**config.mk**
```make
export PLATFORM = sky130hd
export DESIGN_NAME = cpu_trace_fifo
export DESIGN_NICKNAME = d
export VERILOG_FILES = /design/src/rtl/cpu_trace_fifo.sv
export SDC_FILE = /design/constraint.sdc
export NUM_CORES = 1
export LEC_CHECK = 0
export BUFFER_PORTS_ARGS = -buffer_cell sky130_fd_sc_hd__buf_2
export CORE_MARGIN = 2
export CORE_UTILIZATION = 64
export DETAILED_ROUTE_END_ITERATION = 7
export GPL_ROUTABILITY_DRIVEN = 0
export PLACE_DENSITY = 0.84
export SLEW_MARGIN = 5
export SYNTH_ARGS = -nofsm -noshare
export SYNTH_HDL_FRONTEND = slang
export SYNTH_SLANG_ARGS = --single-unit
```
**constraint.sdc**
```tcl
create_clock -name clk -period 12 [get_ports clk]
set_input_delay 1.8 -clock clk [delete_from_list [all_inputs] [get_ports clk]]
set_output_delay 1.8 -clock clk [all_outputs]
set_load 0.05 [all_outputs]
```
**src/rtl/cpu_trace_fifo.sv**
```systemverilog
// rtl/cpu_trace_fifo.sv - trace capture FIFO for the accumulator CPU with valid/ready drain
// Optional build macro CPU_TRACE_TIMESTAMP_EN appends a 16-bit capture timestamp to each record.
module cpu_trace_fifo #(
   parameter int DEPTH = 8,
   parameter int CNT_W = 16,
   localparam int PTR_W = $clog2(DEPTH),
   localparam int LVL_W = $clog2(DEPTH) + 1,
`ifdef CPU_TRACE_TIMESTAMP_EN
   localparam int REC_W = 41
`else
   localparam int REC_W = 25
`endif
) (
   input  logic             clk,
   input  logic             rst,
   input  logic [7:0]       cpu_pc,
   input  logic [15:0]      cpu_out,
   input  logic             cpu_exit,
   output logic             m_valid,
   input  logic             m_ready,
   output logic [REC_W-1:0] m_data,
   output logic [LVL_W-1:0] level,
   output logic [CNT_W-1:0] drop_cnt,
   output logic             done
);

   localparam logic [PTR_W-1:0] PTR_ONE  = PTR_W'(1);
   localparam logic [LVL_W-1:0] LVL_ONE  = LVL_W'(1);
   localparam logic [LVL_W-1:0] FULL_LVL = LVL_W'(DEPTH);
   localparam logic [CNT_W-1:0] CNT_ONE  = CNT_W'(1);

   typedef enum logic [1:0] {S_RUN, S_DRAIN, S_DONE} state_t;

   state_t           state, state_nxt;
   logic [REC_W-1:0] mem [DEPTH];
   logic [PTR_W-1:0] wr_ptr, rd_ptr;
   logic [LVL_W-1:0] level_nxt;
   logic [15:0]      prev_out;
   logic             exit_q, exit_pend;
   logic             full, empty, pop, can_push;
   logic             data_ev, exit_rise, push_data, push_exit, push, drop;
   logic [REC_W-1:0] wr_rec;

   always_comb begin
      full      = (level == FULL_LVL);
      empty     = (level == '0);
      pop       = m_valid && m_ready;
      can_push  = !full || pop;
      data_ev   = (state == S_RUN) && (cpu_out != prev_out);
      exit_rise = cpu_exit && !exit_q;
      push_data = data_ev && can_push;
      drop      = data_ev && !can_push;
      // A pending EXIT only takes a slot on cycles without a data event.
      push_exit = (state == S_RUN) && !data_ev && exit_pend && can_push;
      push      = push_data || push_exit;
      level_nxt = level;
      if (push && !pop)
         level_nxt = level + LVL_ONE;
      else if (!push && pop)
         level_nxt = level - LVL_ONE;
   end

`ifdef CPU_TRACE_TIMESTAMP_EN
   logic [15:0] ts;

   always_ff @(posedge clk or posedge rst) begin
      if (rst)
         ts <= '0;
      else
         ts <= ts + 16'd1;
   end

   assign wr_rec = {push_exit, cpu_pc, cpu_out, ts};
`else
   assign wr_rec = {push_exit, cpu_pc, cpu_out};
`endif

   always_ff @(posedge clk) begin
      if (push)
         mem[wr_ptr] <= wr_rec;
   end

   always_ff @(posedge clk or posedge rst) begin
      if (rst) begin
         wr_ptr    <= '0;
         rd_ptr    <= '0;
         level     <= '0;
         drop_cnt  <= '0;
         prev_out  <= '0;
         exit_q    <= 1'b0;
         exit_pend <= 1'b0;
      end else begin
         prev_out  <= cpu_out;
         exit_q    <= cpu_exit;
         exit_pend <= (exit_pend && !push_exit) || exit_rise;
         level     <= level_nxt;
         if (push)
            wr_ptr <= wr_ptr + PTR_ONE;
         if (pop)
            rd_ptr <= rd_ptr + PTR_ONE;
         if (drop && (drop_cnt != '1))
            drop_cnt <= drop_cnt + CNT_ONE;
      end
   end

   always_ff @(posedge clk or posedge rst) begin
      if (rst)
         state <= S_RUN;
      else
         state <= state_nxt;
   end

   always_comb begin
      state_nxt = state;
      case (state)
         S_RUN:   if (push_exit) state_nxt = S_DRAIN;
         S_DRAIN: if (level_nxt == '0) state_nxt = S_DONE;
         S_DONE:  state_nxt = S_DONE;
         default: state_nxt = S_RUN;
      endcase
   end

   // Gating m_data keeps it zero while empty, since the storage array is not reset.
   always_comb begin
      m_valid = !empty && (state != S_DONE);
      done    = (state == S_DONE);
      m_data  = m_valid ? mem[rd_ptr] : '0;
   end

endmodule

```
# After elaboration in Yosys (flattened, before gate mapping)
# Memory sizes are Yosys's and may differ from the RTL's.
# Index checks and enable logic that the tools add are counted.
[word_totals]
register_bits = 46
mem_bits_rw = 200
inputBits = 28
out_inout_bits = 47
elab_cells = 58
mem_count = 1
[classes]
n_addsub = 5
eq_ne = 8
n_mux = 8
reduce_logical = 28
[mem_list]
columns = ["memory", "depth", "width", "read_ports", "rd_clocked_by_memory_dff", "write_ports", "line_no", "text"]
rows = [
  ["mem", 8, 25, 1, 0, 1, "35", "logic [REC_W-1:0] mem [DEPTH];"],
]
[ops]
columns = ["operator", "count"]
rows = [
  ["$mux 25", 1],
  ["$add 16x1->16 const B", 1],
  ["$ne 16x16->1", 1],
  ["$ne 16x16->1 const B", 1],
  ["$logic_and 1x1->1", 13],
  ["$logic_not 1->1", 8],
  ["$logic_not 4->1", 2],
  ["$mux 4", 2],
  ["$add 3x1->3 const B", 2],
  ["$ne 2x2->1 const B", 3],
  ["$pmux 2 s3", 1],
  ["$add 4x1->4 const B", 1],
  ["$eq 4x4->1 const B", 1],
  ["$mux 2", 2],
  ["$sub 4x1->4 const B", 1],
  ["$logic_or 1x1->1", 3],
  ["$eq 2x1->1 const B", 1],
  ["$eq 2x2->1 const B", 1],
  ["$logic_not 2->1", 1],
  ["$mux 1", 2],
  ["$reduce_and 2->1", 1],
]

# Depth between registers and ports, before layout
[logic_depth]
word_depth = 14
depth_mapped = 9
mapped_depth_nobuf = 9

# Worst setup path before layout
# Ideal clock, no wire load.
[synth_path]
kind = "input port to flip-flop"
from = "input port cpu_out[8]"
to = "memory mem[0][0] (enable)"
t_arrival_ns = 4.585
required_ns = 11.562
setup_slack_ns = 6.977
path_stages = 7
cell_sequence = "xor2_1 > nor4_1 > nand4_1 > clkbuf_1 > o211ai_1 > or2_2 > nor3_1"
[synth_between]
elab_chain_cells = 9
word_cells_on_any_way = 10
classes_between = "eq/ne (1); mux (2); reduce/logical (7)"
[synth_rtl]
columns = ["element", "line_no", "text"]
rows = [
  ["start, declared", "17", "input logic [15:0] cpu_out,"],
  ["$ne 16x16->1 (*)", "49", "data_ev = (state == S_RUN) && (cpu_out != prev_out);"],
  ["$logic_and 1x1->1 (*)", "49", ""],
  ["$logic_not 1->1", "54", "push_exit = (state == S_RUN) && !data_ev && exit_pend && can_push;"],
  ["$logic_and 1x1->1 (3 in a row)", "54", ""],
  ["$logic_or 1x1->1 (*)", "55", "push = push_data || push_exit;"],
  ["$mux 1 (*)", "79", "if (push)"],
  ["$mux 1 (implied by the code) (*)", "80", "mem[wr_ptr] <= wr_rec;"],
  ["end, declared", "35", ""],
]
# Every way passes the cells marked *; elsewhere a longest branch is shown, timed or not.

# Worst setup path after layout
[layout_path]
from = "register rd_ptr[0]"
to = "output port m_data[1]"
[layout_between]
elab_chain_cells = 2
[layout_rtl]
columns = ["element", "line_no", "text"]
rows = [
  ["start, declared", "36", "logic [PTR_W-1:0] wr_ptr, rd_ptr;"],
  ["start signal, assigned", "100", "rd_ptr <= rd_ptr + PTR_ONE;"],
  ["$mem_v2 8x25", "n/a", ""],
  ["$mux 25", "127", "m_data = m_valid ? mem[rd_ptr] : '0;"],
  ["end, declared", "21", "output logic [REC_W-1:0] m_data,"],
]
# No other way between the ends.

==> metrics.md <==
| Metric | Value |
|---|---|
| Cell Area, Placed | around 0.011 mm² |
| Initial drt markers | between 400 and 500 |
| CTS tree | built |
| Startpoint Class | register |
| Final Max Slew Viols | 0 |
| TritonRoute pass-1 iters | 5 |
| Clock Path Buffers | 3 |
| Worst-margin pin slew | about 1.1 ns |
| Cells after synthesis | 555 |
| Slew margin rel. | 0.236 |
| Peak supply drop | 0.133 mV |
| Simple-Gate Fraction of Synth Area | 0.0641 |
| Fin cells | about 850 |
| Main combinational cell family by area after synthesis | multiplexers |
| DP Cell Count | 804 |
| Synthesized area | ~0.0099 mm² |
| Synth Area in Compound Gates | 0.0190 |
| Fin. Hold Viols | 0 |
| Wire length per cell | roughly 24 µm |
| # hold bufs at CTS | 0 |
| Syn nets | ~600 |
| Critical-path top delay cell | dfrtp_4 |
| Final instance area | between 0.01 and 0.015 mm² |
| RSZ-0062 raised after global routing | no |
| Rows | 45 |
| Post-route DRC | 0 |
| Die area | 0.0166 mm² |
| Die Height | between 100 and 150 µm |
| Final Skew | approximately 0.015 ns |
| Clock Sinks | between 200 and 250 |
| Reg2reg end | mem[1][12] |
| Critical Path RT | about 10 ns |
| Static leakage | about 4.3 nW |
| Status | completed |
| Proportion of synthesized area in mux cells | 0.141 |
| Total CTS buffers | 24 |
| Slowest Stage Delay on Critical Path | 1.11 ns |
| Number of antenna violations at the first check in global routing | 1 |
| Post-DRT Antenna Nets | 0 |
| Resized cells post-CTS | 0 |
| Max Freq | 215 MHz |
| Total GRT Usage | 0.255 |
| Hold path endpoint | exit_pend |
| Number of cells on the worst reg-to-reg path | 7 |
| CTS root buf | clkbuf_16 |
| Crit path time final | around 4.6 ns |
| Final setup violating endpoints | 0 |
| Clk pin slew, worst setup/hold paths | ~0.06 ns |
| First-pass GRT wire length | 31400 µm |
| R2r setup slk | between 8 and 9 ns |
| Number of global-route vias before repair | ~5.6k |
| Core area | between 0.015 and 0.02 mm² |
| Die Span X | between 100 and 150 µm |
| Xor/xnor cell area share of the yosys netlist | 0.0299 |
| Ports | 75 |
| EDFF count, synth | 200 |
| Pwr Total | 0.00304 W |
| Period utilisation layout | 0.387 |
| FFs w/ async S/R, synth | 0.187 |
| Max FO, Critical Path | 52 |
| CP Class | register to output port |
| Worst hold start | exit_q |
| Yosys warnings | 0 |
| Area delta synth->final | 15.0% |
| Largest net degree at the start of global routing | between 50 and 60 |
| WP data arrival | about 2.8 ns |
| Synth Area in Adders | 0.0113 |
| Setup bufs post-CTS | 0 |
| Hold depth | 1 |
| Crit end category | output port |
| Via Count | between 5k and 6k |
| Maxcap violations | 0 |
| Crit path cell chain | mux4_2, mux2i_1, nor2_1, buf_2 |
| Port buffer count | 74 |
| Clk_lat worst skew | ~0.51 ns |
| Number of distinct library cells after synthesis | 50 |
| Pwr Density | between 200 and 300 mW/mm² |
| Worst Hold Class | register to register |
| RR Startpoint | state[0] |
| Setup TNS | 0 ns |
| Vias/cell | between 6 and 7 |
| H-tree Lvls | 1 |
| Starting Density | 0.654 |
| Fraction of layout cells with a size suffix above 1 | 0.297 |
| Synth Register Bits | roughly 250 |
| WL final | 20400 µm |
| Post-Syn Area per Cell | roughly 18 µm² |
| Grt ovf | 0 |
| Hpwl dp | approximately 11000 µm |
| Register area share after synthesis | 0.719 |
| Top_reg_cell synth | edfxtp_1 |
| Final net count | about 680 |
==> synthesized netlist by cell type, types with 3 or more instances <==
library cell | instances | area share
nand4_1 | 6 | 0.0038
mux4_2 | 50 | 0.11
edfxtp_1 | 200 | 0.60
dfrtp_1 | 46 | 0.12
nand3b_1 | 4 | 0.0030
nand3_1 | 10 | 0.0050
nor3_1 | 6 | 0.0030
xnor2_1 | 11 | 0.0097
mux2i_1 | 27 | 0.027
a21oi_1 | 3 | 0.0015
clkbuf_1 | 14 | 0.0053
inv_1 | 11 | 0.0042
xor2_1 | 23 | 0.020
nand2b_1 | 4 | 0.0025
buf_1 | 7 | 0.0026
nor2b_1 | 3 | 0.0019
and3_1 | 6 | 0.0038
nor2_1 | 46 | 0.017
ha_1 | 9 | 0.011
nor4_1 | 5 | 0.0031
nand2_1 | 23 | 0.0087
buf_2 | 3 | 0.0015
==> registers in the layout, summed over array words and instances, names as in the netlist <==
| signal | cells |
|---|---|
| exit_q | 1 |
| drop_cnt | 16 |
| state | 2 |
| rd_ptr | 3 |
| level | 4 |
| prev_out | 16 |
| wr_ptr | 3 |
| mem | 200 |
| exit_pend | 1 |
==> through the flow <==
step           hold slack, ns   util  setup slack [ns]
5_1_grt                 0.462  0.752              7.21
6_report                0.428  0.752              7.36
4_1_cts                 0.429  0.752              7.32
3_5_place_dp            0.420  0.695              7.18
3_3_place_gp            0.415  0.695              7.37
2_1_floorplan           0.410      -              6.98
==> metal layers <==
metal,vias up,wire length [µm],GRT usage
met1,2776,7990,0.347
met2,238,10500,0.433
met3,50,1280,0.0333
li1,2324,-,-
met5,-,0,0
met4,0,675,0.0972
==> layout make-up <==
class,instances,area (µm²)
sequential,246,7160
fill,841,3770
multi-input combinational,273,2670
clock buffer,30,664
timing repair buffer,86,460
tap,188,235
clock inverter,14,200
inverter,11,41.3
antenna,1,2.50
==> worst max-delay path: cells and delay by family (launching register included) <==
family                 cells  cell delay [ns]
AND/OR/NAND/NOR            1             0.10
multiplexers               2             0.84
buffers and inverters      1             0.23
flip-flops                 1             1.11
==> how the worst max path moves through the flow <==
stage | slack [ns] | cells past startpoint | end | from
4_1_cts | 7.32 | 4 | m_data[15] | rd_ptr[0]
3_3_place_gp | 7.37 | 9 | mem[5][11] | cpu_out[3]
5_1_grt | 7.21 | 4 | m_data[1] | rd_ptr[0]
2_1_floorplan | 6.98 | 7 | mem[0][0] | cpu_out[8]
3_5_place_dp | 7.18 | 9 | mem[5][14] | cpu_out[8]
6_report | 7.36 | 4 | m_data[1] | rd_ptr[0]
==> power by group <==
part	switching [W]	leakage [nW]	internal, W
Clock	0.000307	0.426	0.000501
Sequential	0.000121	2.40	0.00112
Combinational	0.000641	1.45	0.000350
==> layout by cell type, fill, tap and decap left out, drive strengths merged, types with 5 or more instances in the layout <==
cell / netlist / layout
nand3: 11 / 11
and3: 7 / 7
ha: 9 / 9
nand2: 23 / 23
nor4: 5 / 5
clkinv: 0 / 8
xnor2: 11 / 11
xor2: 23 / 23
nor2: 46 / 46
mux4: 50 / 50
dfrtp: 46 / 46
bufinv: 0 / 5
buf: 11 / 86
nor3: 6 / 6
clkbuf: 14 / 30
mux2i: 27 / 27
nand4: 6 / 6
edfxtp: 200 / 200
inv: 11 / 11
==> cell families (layout without fill, tap and decap cells) <==
group	count (synthesis)	in the layout
flip-flops	246	246
AO/OA/AOI/OAI	24	24
multiplexers	78	78
AND/OR/NAND/NOR	128	128
buffers and inverters	36	141
adder cells (fa/ha/maj)	9	9
XOR/XNOR	34	34
other	0	1
Note: power is estimated with default switching activity, not from simulation.
